`config.mk`:
```
export PLATFORM = sky130hd
export DESIGN_NAME = gen_lane_accum
export DESIGN_NICKNAME = d
export VERILOG_FILES = /design/src/rtl/gen_lane_accum.sv
export SDC_FILE = /design/constraint.sdc
export NUM_CORES = 1
export LEC_CHECK = 0
export CAP_MARGIN = 0
export CORE_MARGIN = 3
export CORE_UTILIZATION = 58
export DETAILED_ROUTE_END_ITERATION = 6
export GPL_TIMING_DRIVEN = 0
export PLACE_DENSITY = 0.81
export SLEW_MARGIN = 10
export SYNTH_ARGS = -nofsm -noshare
export SYNTH_HDL_FRONTEND = slang
export SYNTH_SLANG_ARGS = --single-unit
```
`constraint.sdc`:
```
create_clock -name clk -period 3.9 [get_ports clk]
set_input_delay 0.975 -clock clk [delete_from_list [all_inputs] [get_ports clk]]
set_output_delay 0.975 -clock clk [all_outputs]
set_load 0.01 [all_outputs]
```
`src/rtl/gen_lane_accum.sv`:
```
`default_nettype none
// ============================================================================
//  Module   : gen_lane_accum
//  Brief    : Round-robin per-lane accumulators; after each full round the
//             grand total is offered on x with a valid/ready handshake.
//             Define GEN_LANE_ACCUM_SAT_EN to saturate adds instead of wrap.
//  Revision : 1.0
// ============================================================================
module gen_lane_accum #(
  parameter int LENGTH = 2,
  parameter int WIDTH  = 8
) (
  input  logic             clk,
  input  logic             rst,
  input  logic             in_valid,
  output logic             in_ready,
  input  logic [WIDTH-1:0] a,
  output logic             out_valid,
  input  logic             out_ready,
  output logic [WIDTH-1:0] x,
  output logic [2:0]       lane,
  output logic [7:0]       rounds
);

  typedef enum logic [0:0] {
    ACCUM = 1'b0,
    DRAIN = 1'b1
  } state_t;

  localparam logic [2:0]       c_LAST = 3'(LENGTH - 1);
  localparam logic [WIDTH-1:0] c_MAX  = '1;
`ifdef GEN_LANE_ACCUM_SAT_EN
  localparam int c_SUM_W = WIDTH + 3;
`else
  localparam int c_SUM_W = WIDTH;
`endif

  state_t             r_state;
  logic [2:0]         r_lane;
  logic [7:0]         r_rounds;
  logic               r_in_ready;
  logic               r_out_valid;
  logic               w_accept;
  logic [WIDTH-1:0]   w_acc [LENGTH];
  logic [c_SUM_W-1:0] w_sum;
  logic [WIDTH-1:0]   w_total;

  assign w_accept = in_valid && r_in_ready;

  for (genvar i = 0; i < LENGTH; i++) begin : gen_loop
    reg [WIDTH-1:0] acc;
`ifdef GEN_LANE_ACCUM_SAT_EN
    logic [WIDTH:0] w_add;
    assign w_add = {1'b0, acc} + {1'b0, a};
`endif
    always_ff @(posedge clk) begin
      if (rst) begin
        acc <= '0;
      end else if (w_accept && (r_lane == 3'(i))) begin
`ifdef GEN_LANE_ACCUM_SAT_EN
        acc <= w_add[WIDTH] ? c_MAX : w_add[WIDTH-1:0];
`else
        acc <= acc + a;
`endif
      end
    end
    assign w_acc[i] = acc;
  end

  // Accumulators are frozen in DRAIN, so a combinational total is stable there.
  always_comb begin
    w_sum = '0;
    for (int k = 0; k < LENGTH; k++) begin
      w_sum = w_sum + c_SUM_W'(w_acc[k]);
    end
  end

`ifdef GEN_LANE_ACCUM_SAT_EN
  assign w_total = (w_sum > c_SUM_W'(c_MAX)) ? c_MAX : w_sum[WIDTH-1:0];
`else
  assign w_total = w_sum;
`endif

  always_ff @(posedge clk) begin
    if (rst) begin
      r_state     <= ACCUM;
      r_lane      <= '0;
      r_rounds    <= '0;
      r_in_ready  <= 1'b1;
      r_out_valid <= 1'b0;
    end else begin
      case (r_state)
        ACCUM: begin
          if (w_accept) begin
            if (r_lane == c_LAST) begin
              r_lane      <= '0;
              r_state     <= DRAIN;
              r_in_ready  <= 1'b0;
              r_out_valid <= 1'b1;
            end else begin
              r_lane <= r_lane + 3'd1;
            end
          end
        end
        DRAIN: begin
          if (out_ready) begin
            r_state     <= ACCUM;
            r_rounds    <= r_rounds + 8'd1;
            r_in_ready  <= 1'b1;
            r_out_valid <= 1'b0;
          end
        end
      endcase
    end
  end

  assign in_ready  = r_in_ready;
  assign out_valid = r_out_valid;
  assign x         = r_out_valid ? w_total : '0;
  assign lane      = r_lane;
  assign rounds    = r_rounds;

endmodule
`default_nettype wire

```
# --- Yosys cells after proc, flatten, opt, wreduce, memory -nomap -nowiden ---
# Index checks and enable logic that the tools add are counted.
totals:
  output_inout_bits: 21
  input_bits: 12
  regBits: 30
op_classes:
  n_eq_ne: 4
  n_reduce_logical: 7
  addsub: 5
  bitwise: 1
  mux: 14
op_table:
  columns: ["operator", "n"]
  rows:
  - ["8-bit adder", 3]
  - ["1-bit two-way mux", 9]
  - ["8-bit by 1-bit adder with 8-bit output, second input constant", 1]
  - ["8-bit two-way mux", 1]
  - ["2-bit inequality test, second input constant", 3]
  - ["1-bit one-hot mux with 2 select lines", 3]
  - ["2-bit AND reduction", 2]
  - ["3-bit by 1-bit adder with 3-bit output, second input constant", 1]
  - ["3-bit by 1-bit equality test with 1-bit output, second input constant", 1]
  - ["1-bit logical AND", 3]
  - ["3-bit logical NOT", 1]
  - ["3-bit two-way mux", 1]
  - ["3-bit AND reduction", 1]
  - ["1-bit inverter", 1]

# --- Logic depth before layout (Yosys ltp) ---
# Gate-level depths: netlist of the first run.
logic_depth:
  word_depth: 4
  ltp_mapped: 8
  ltp_nobuf: 8

# --- Least setup slack after synthesis of the first run ---
# OpenSTA, ideal clock, no wires.
synth_timing:
  path_type: "reg2out"
  from: "reg gen_loop[0].acc[0]"
  to: "out x[6]"
  path_slack_ns: 1.029
  t_required_ns: 2.925
  stages_incl_launch_ff: 8
  arrival_time_ns: 1.896
  path_buffers: 0
  path_cell_list: "dfxtp_1 -> ha_1 -> fa_1 -> a21o_1 -> a21o_1 -> a21oi_1 -> nor3_1 -> or3_1"
synth_via:
  elab_chain_cells: 2
synth_lines:
  columns: ["item", "line", "rtl"]
  rows:
  - ["start, declared", "51", "reg [WIDTH-1:0] acc;"]
  - ["start signal, assigned", "63", "acc <= acc + a;"]
  - ["8-bit adder", "74", "w_sum = w_sum + c_SUM_W'(w_acc[k]);"]
  - ["8-bit two-way mux", "119", "assign x = r_out_valid ? w_total : '0;"]
  - ["end, declared", "20", "output logic [WIDTH-1:0] x,"]
# No other way between the ends.

# --- Final worst setup path of the first run ---
# Same ends and word-level chain as after synthesis.

==> results of run 1 <==
==> timing repair <==
item	4_1_cts	5_1_grt
endpoints found under the setup margin	0	1
resized for setup	0	1
endpoints found under the hold margin	0	0
==> logic make-up (layout without fill, tap and decap cells) <==
group,Yosys count,in the layout
flip-flops,30,30
adder cells (fa/ha/maj),25,25
buffers and inverters,14,54
AO/OA/AOI/OAI,59,59
AND/OR/NAND/NOR,103,103
XOR/XNOR,17,17
==> cell usage in the layout, fill, tap and decap left out, types with 3 or more instances in the layout <==
| cell type | synthesis | routed |
|---|---|---|
| a211oi_1 | 4 | 4 |
| nor2_1 | 17 | 17 |
| a21oi_1 | 20 | 19 |
| clkbuf_4 | 0 | 5 |
| nand3_1 | 14 | 14 |
| clkdlybuf4s50_1 | 0 | 32 |
| and3_1 | 3 | 3 |
| inv_1 | 7 | 7 |
| a21o_1 | 7 | 7 |
| xor2_1 | 9 | 9 |
| clkbuf_1 | 6 | 7 |
| fa_1 | 3 | 3 |
| o31ai_1 | 4 | 4 |
| o211ai_1 | 4 | 4 |
| nor2b_1 | 4 | 4 |
| dfxtp_1 | 30 | 30 |
| o21a_1 | 5 | 5 |
| and2_1 | 8 | 8 |
| xnor2_1 | 8 | 8 |
| a21oi_2 | 2 | 3 |
| nor4b_1 | 5 | 5 |
| nand2_1 | 29 | 29 |
| o21ai_0 | 9 | 9 |
| or4_4 | 3 | 3 |
| nor3_1 | 5 | 5 |
| ha_1 | 22 | 22 |
==> layout make-up <==
class | count | area, um^2 | share of cell area
buffer | 7 | 33.8 | 0.0133
clock buffer | 7 | 55.1 | 0.0217
clock inverter | 1 | 5.00 | 0.00198
inverter | 7 | 26.3 | 0.0104
multi-input combinational | 204 | 1430 | 0.566
sequential | 30 | 601 | 0.237
tap | 46 | 57.6 | 0.0227
timing repair buffer | 32 | 320 | 0.126
==> cells in the mapped netlist (2+ instances only) <==
| cell | count |
|---|---|
| a2111o_1 | 2 |
| a211oi_1 | 4 |
| a21o_1 | 7 |
| a21oi_1 | 20 |
| a21oi_2 | 2 |
| a31oi_1 | 2 |
| and2_1 | 8 |
| and3_1 | 3 |
| and4b_1 | 2 |
| clkbuf_1 | 6 |
| dfxtp_1 | 30 |
| fa_1 | 3 |
| ha_1 | 22 |
| inv_1 | 7 |
| nand2_1 | 29 |
| nand3_1 | 14 |
| nor2_1 | 17 |
| nor2b_1 | 4 |
| nor3_1 | 5 |
| nor4b_1 | 5 |
| o211ai_1 | 4 |
| o21a_1 | 5 |
| o21ai_0 | 9 |
| o31ai_1 | 4 |
| or3_1 | 2 |
| or4_4 | 3 |
| or4bb_1 | 2 |
| xnor2_1 | 8 |
| xor2_1 | 9 |
==> where the power goes <==
| group | internal (mW) | switching (mW) |
|---|---|---|
| sequential | 0.330 | 0.0239 |
| clock | 0.0873 | 0.110 |
| combinational | 0.118 | 0.133 |
==> stage by stage <==
step / std cells / cell area, um^2 / hold WS (ps)
6_report: 334 / 2530 / 492
5_1_grt: 334 / 2530 / 531
4_1_cts: 334 / 2530 / 492
3_5_place_dp: 326 / 2470 / 475
3_3_place_gp: 326 / 2470 / 473
2_1_floorplan: 248 / 2090 / 452
==> state kept, by name, indices dropped and copies added (netlist names) <==
| register | count |
|---|---|
| out_valid | 1 |
| gen_loop.acc | 16 |
| r_state | 1 |
| lane | 3 |
| in_ready | 1 |
| rounds | 8 |
==> worst max-delay path, delay by kind of cell, from the launching register on <==
| kind | cells | cell delay (ps) |
|---|---|---|
| fa+ha+maj | 2 | 670 |
| simple gates | 2 | 420 |
| compound gates | 3 | 560 |
| buf+inv | 1 | 480 |
| flops | 1 | 340 |
==> routing by layer <==
layer | part of all wire | track usage
met4 | 0.012 | 0.0685
met1 | 0.49 | 0.324
met5 | 0 | 0
met2 | 0.44 | 0.357
met3 | 0.052 | 0.0510
==> worst max path at each step <==
stage | cells past startpoint | to | from
4_1_cts | 8 | x[6] | gen_loop[0].acc[0]
6_report | 8 | x[6] | gen_loop[0].acc[0]
3_5_place_dp | 8 | x[6] | gen_loop[0].acc[0]
2_1_floorplan | 7 | x[6] | gen_loop[0].acc[0]
5_1_grt | 8 | x[6] | gen_loop[0].acc[0]
3_3_place_gp | 8 | x[6] | gen_loop[0].acc[0]
==> flow_summary_export.csv, run 1 <==
group,metric,value,unit
floorplanning,initial_core_util,0.612,
cts,clk_pin_slew_worst_paths,80,ps
floorplanning,die-area,0.00436,mm^2
detailed_routing,drtAntennaViolNets,0,
logic_synthesis,yosysTopAreaCell,"dfxtp_1",
final_layout,n_fill_cell,277,
sta,finalSetupViolCount,0,
placed_design,io_buffers,32,
global_routing,overflow,0,
logic_synthesis,avgSynthCellArea,8.43,um^2
setup_path,reg2reg_to,"gen_loop[0].acc[7]",
logic_synthesis,synth_nets,285,
sta,timing.final.crit_share,0.964,
placed_design,place_ws,462,ps
logic_synthesis,synth_edf_count,0,
logic_synthesis,synth_ff_type,"dfxtp_1",
sta,fmax,266,MHz
detailed_routing,drt-total-wl,4500,um
detailed_routing,drt-pass1-iter-count,4,
logic_synthesis,synthDistinctLibCells,39,
cts,cts_root_buffer,"clkbuf_4",
logic_synthesis,synth_top_cell_area_share,0.287,
detailed_routing,vias,1877,
floorplanning,die_h,66.0,um
logic_synthesis,synth-seq-cells,30,
logic_synthesis,synth_xor_area_frac,0.0712,
flow_run,maxCapViolations,0,
detailed_routing,drc,0,
cts,cts_buffers,5,
power_and_ir_drop,p_per_area,317,mW/mm^2
logic_synthesis,synth.area.mux_share,0,
sta,finalCriticalPeriod,3760,ps
final_layout,area_delta_synth_final,21.1,%
logic_synthesis,synth_area,0.00209,mm^2
setup_path,r2r_start,"gen_loop[0].acc[2]",
cts,cts_htree_levels,2,
power_and_ir_drop,power,0.802,mW
final_layout,nets,324,
setup_path,path_max_fanout,3,
cts,post_cts_buffers,0,
logic_synthesis,async_flop_share,0,
placed_design,dpl.hpwl,3460,um
setup_path,critPathMaxStageDelay,480,ps
setup_path,rr_worst_depth,6,
cts,tritoncts,"built",
final_layout,postLayoutCoreUtil,0.741,
detailed_routing,viasPerCell,5.62,
setup_path,startpoint_type,"register",
global_routing,grt_antenna_before_repair,0,
sta,worst_pin_slew,1100,ps
cts,clockBufferDepth,2,
worst_hold_path,min_to,"gen_loop[0].acc[0]",
sta,skew,12.8,ps
floorplanning,rows,21,
setup_path,cp_slowest_cell,"clkdlybuf4s50_1",
floorplanning,dieWidth,66.0,um
sta,grt_setup_unrepaired,"false",
sta,hold_violations,0,
sta,relSlewSlack,0.257,
floorplanning,core,0.00342,mm^2
logic_synthesis,synth_top_family_by_area,"simple AND/OR/NAND/NOR gates",
logic_synthesis,synth_adder_area_share,0.160,
cts,hold_buffers,0,
cts,insertion_delay,340,ps
floorplanning,ios,33,
logic_synthesis,synthCells,248,
final_layout,drive_gt1_frac,0.0556,
setup_path,critPathCaptureType,"output pin",
worst_hold_path,min_path_type,"register to register",
worst_hold_path,min_from,"gen_loop[0].acc[0]",
power_and_ir_drop,p_leak,1.04,nW
final_layout,n_antenna_cell,0,
sta,drv_slew,0,
logic_synthesis,synth-simple-area-share,0.272,
detailed_routing,avgRoutedWirePerCell,13.5,um
setup_path,crit_path_cell_trace,"ha_1, fa_1, a21o_1, a21o_1, a21oi_2, nor3_1, or3_1, clkdlybuf4s50_1",
outcome,status,"finished, final reports clean",
global_routing,grt_pass1_wl,7690,um
global_routing,grt_pass1_vias,1696,
setup_path,critPathKind,"register to output pin",
logic_synthesis,ys_top_cells_by_area,"dfxtp_1 (29%), ha_1 (13%), nand2_1 (5.2%), a21oi_1 (4.8%), xor2_1 (3.8%)",
logic_synthesis,synth_compound_area_frac,0.181,
global_routing,grt_usage,0.232,
logic_synthesis,yosys_warnings,0,
global_routing,grt_max_degree,11,
power_and_ir_drop,peakVddDrop,233,uV
cts,clock_sinks,30,
placed_design,place_congestion,0.833,
sta,setup_ws,142,ps
setup_path,critPathArrivalTime,2780,ps
setup_path,r2r_slack,1840,ps
detailed_routing,drtIter0Drc,63,
setup_path,crit_required,2920,ps
sta,tns,0,ps
setup_path,crit_top_cell,"a21o_1",
logic_synthesis,synth-seq-area-share,0.287,
worst_hold_path,hold_depth,2,
(Power assumes the default switching activity.)
==> run 2, diff against run 1 <==
--- a/config.mk
+++ b/config.mk
@@ -9,6 +9,7 @@
 export CORE_MARGIN = 3
 export CORE_UTILIZATION = 58
 export DETAILED_ROUTE_END_ITERATION = 6
+export GPL_ROUTABILITY_DRIVEN = 0
 export GPL_TIMING_DRIVEN = 0
 export PLACE_DENSITY = 0.81
 export SLEW_MARGIN = 10
==> results of run 2 <==
Final layout, timing and power as in run 1 (identical DEF).
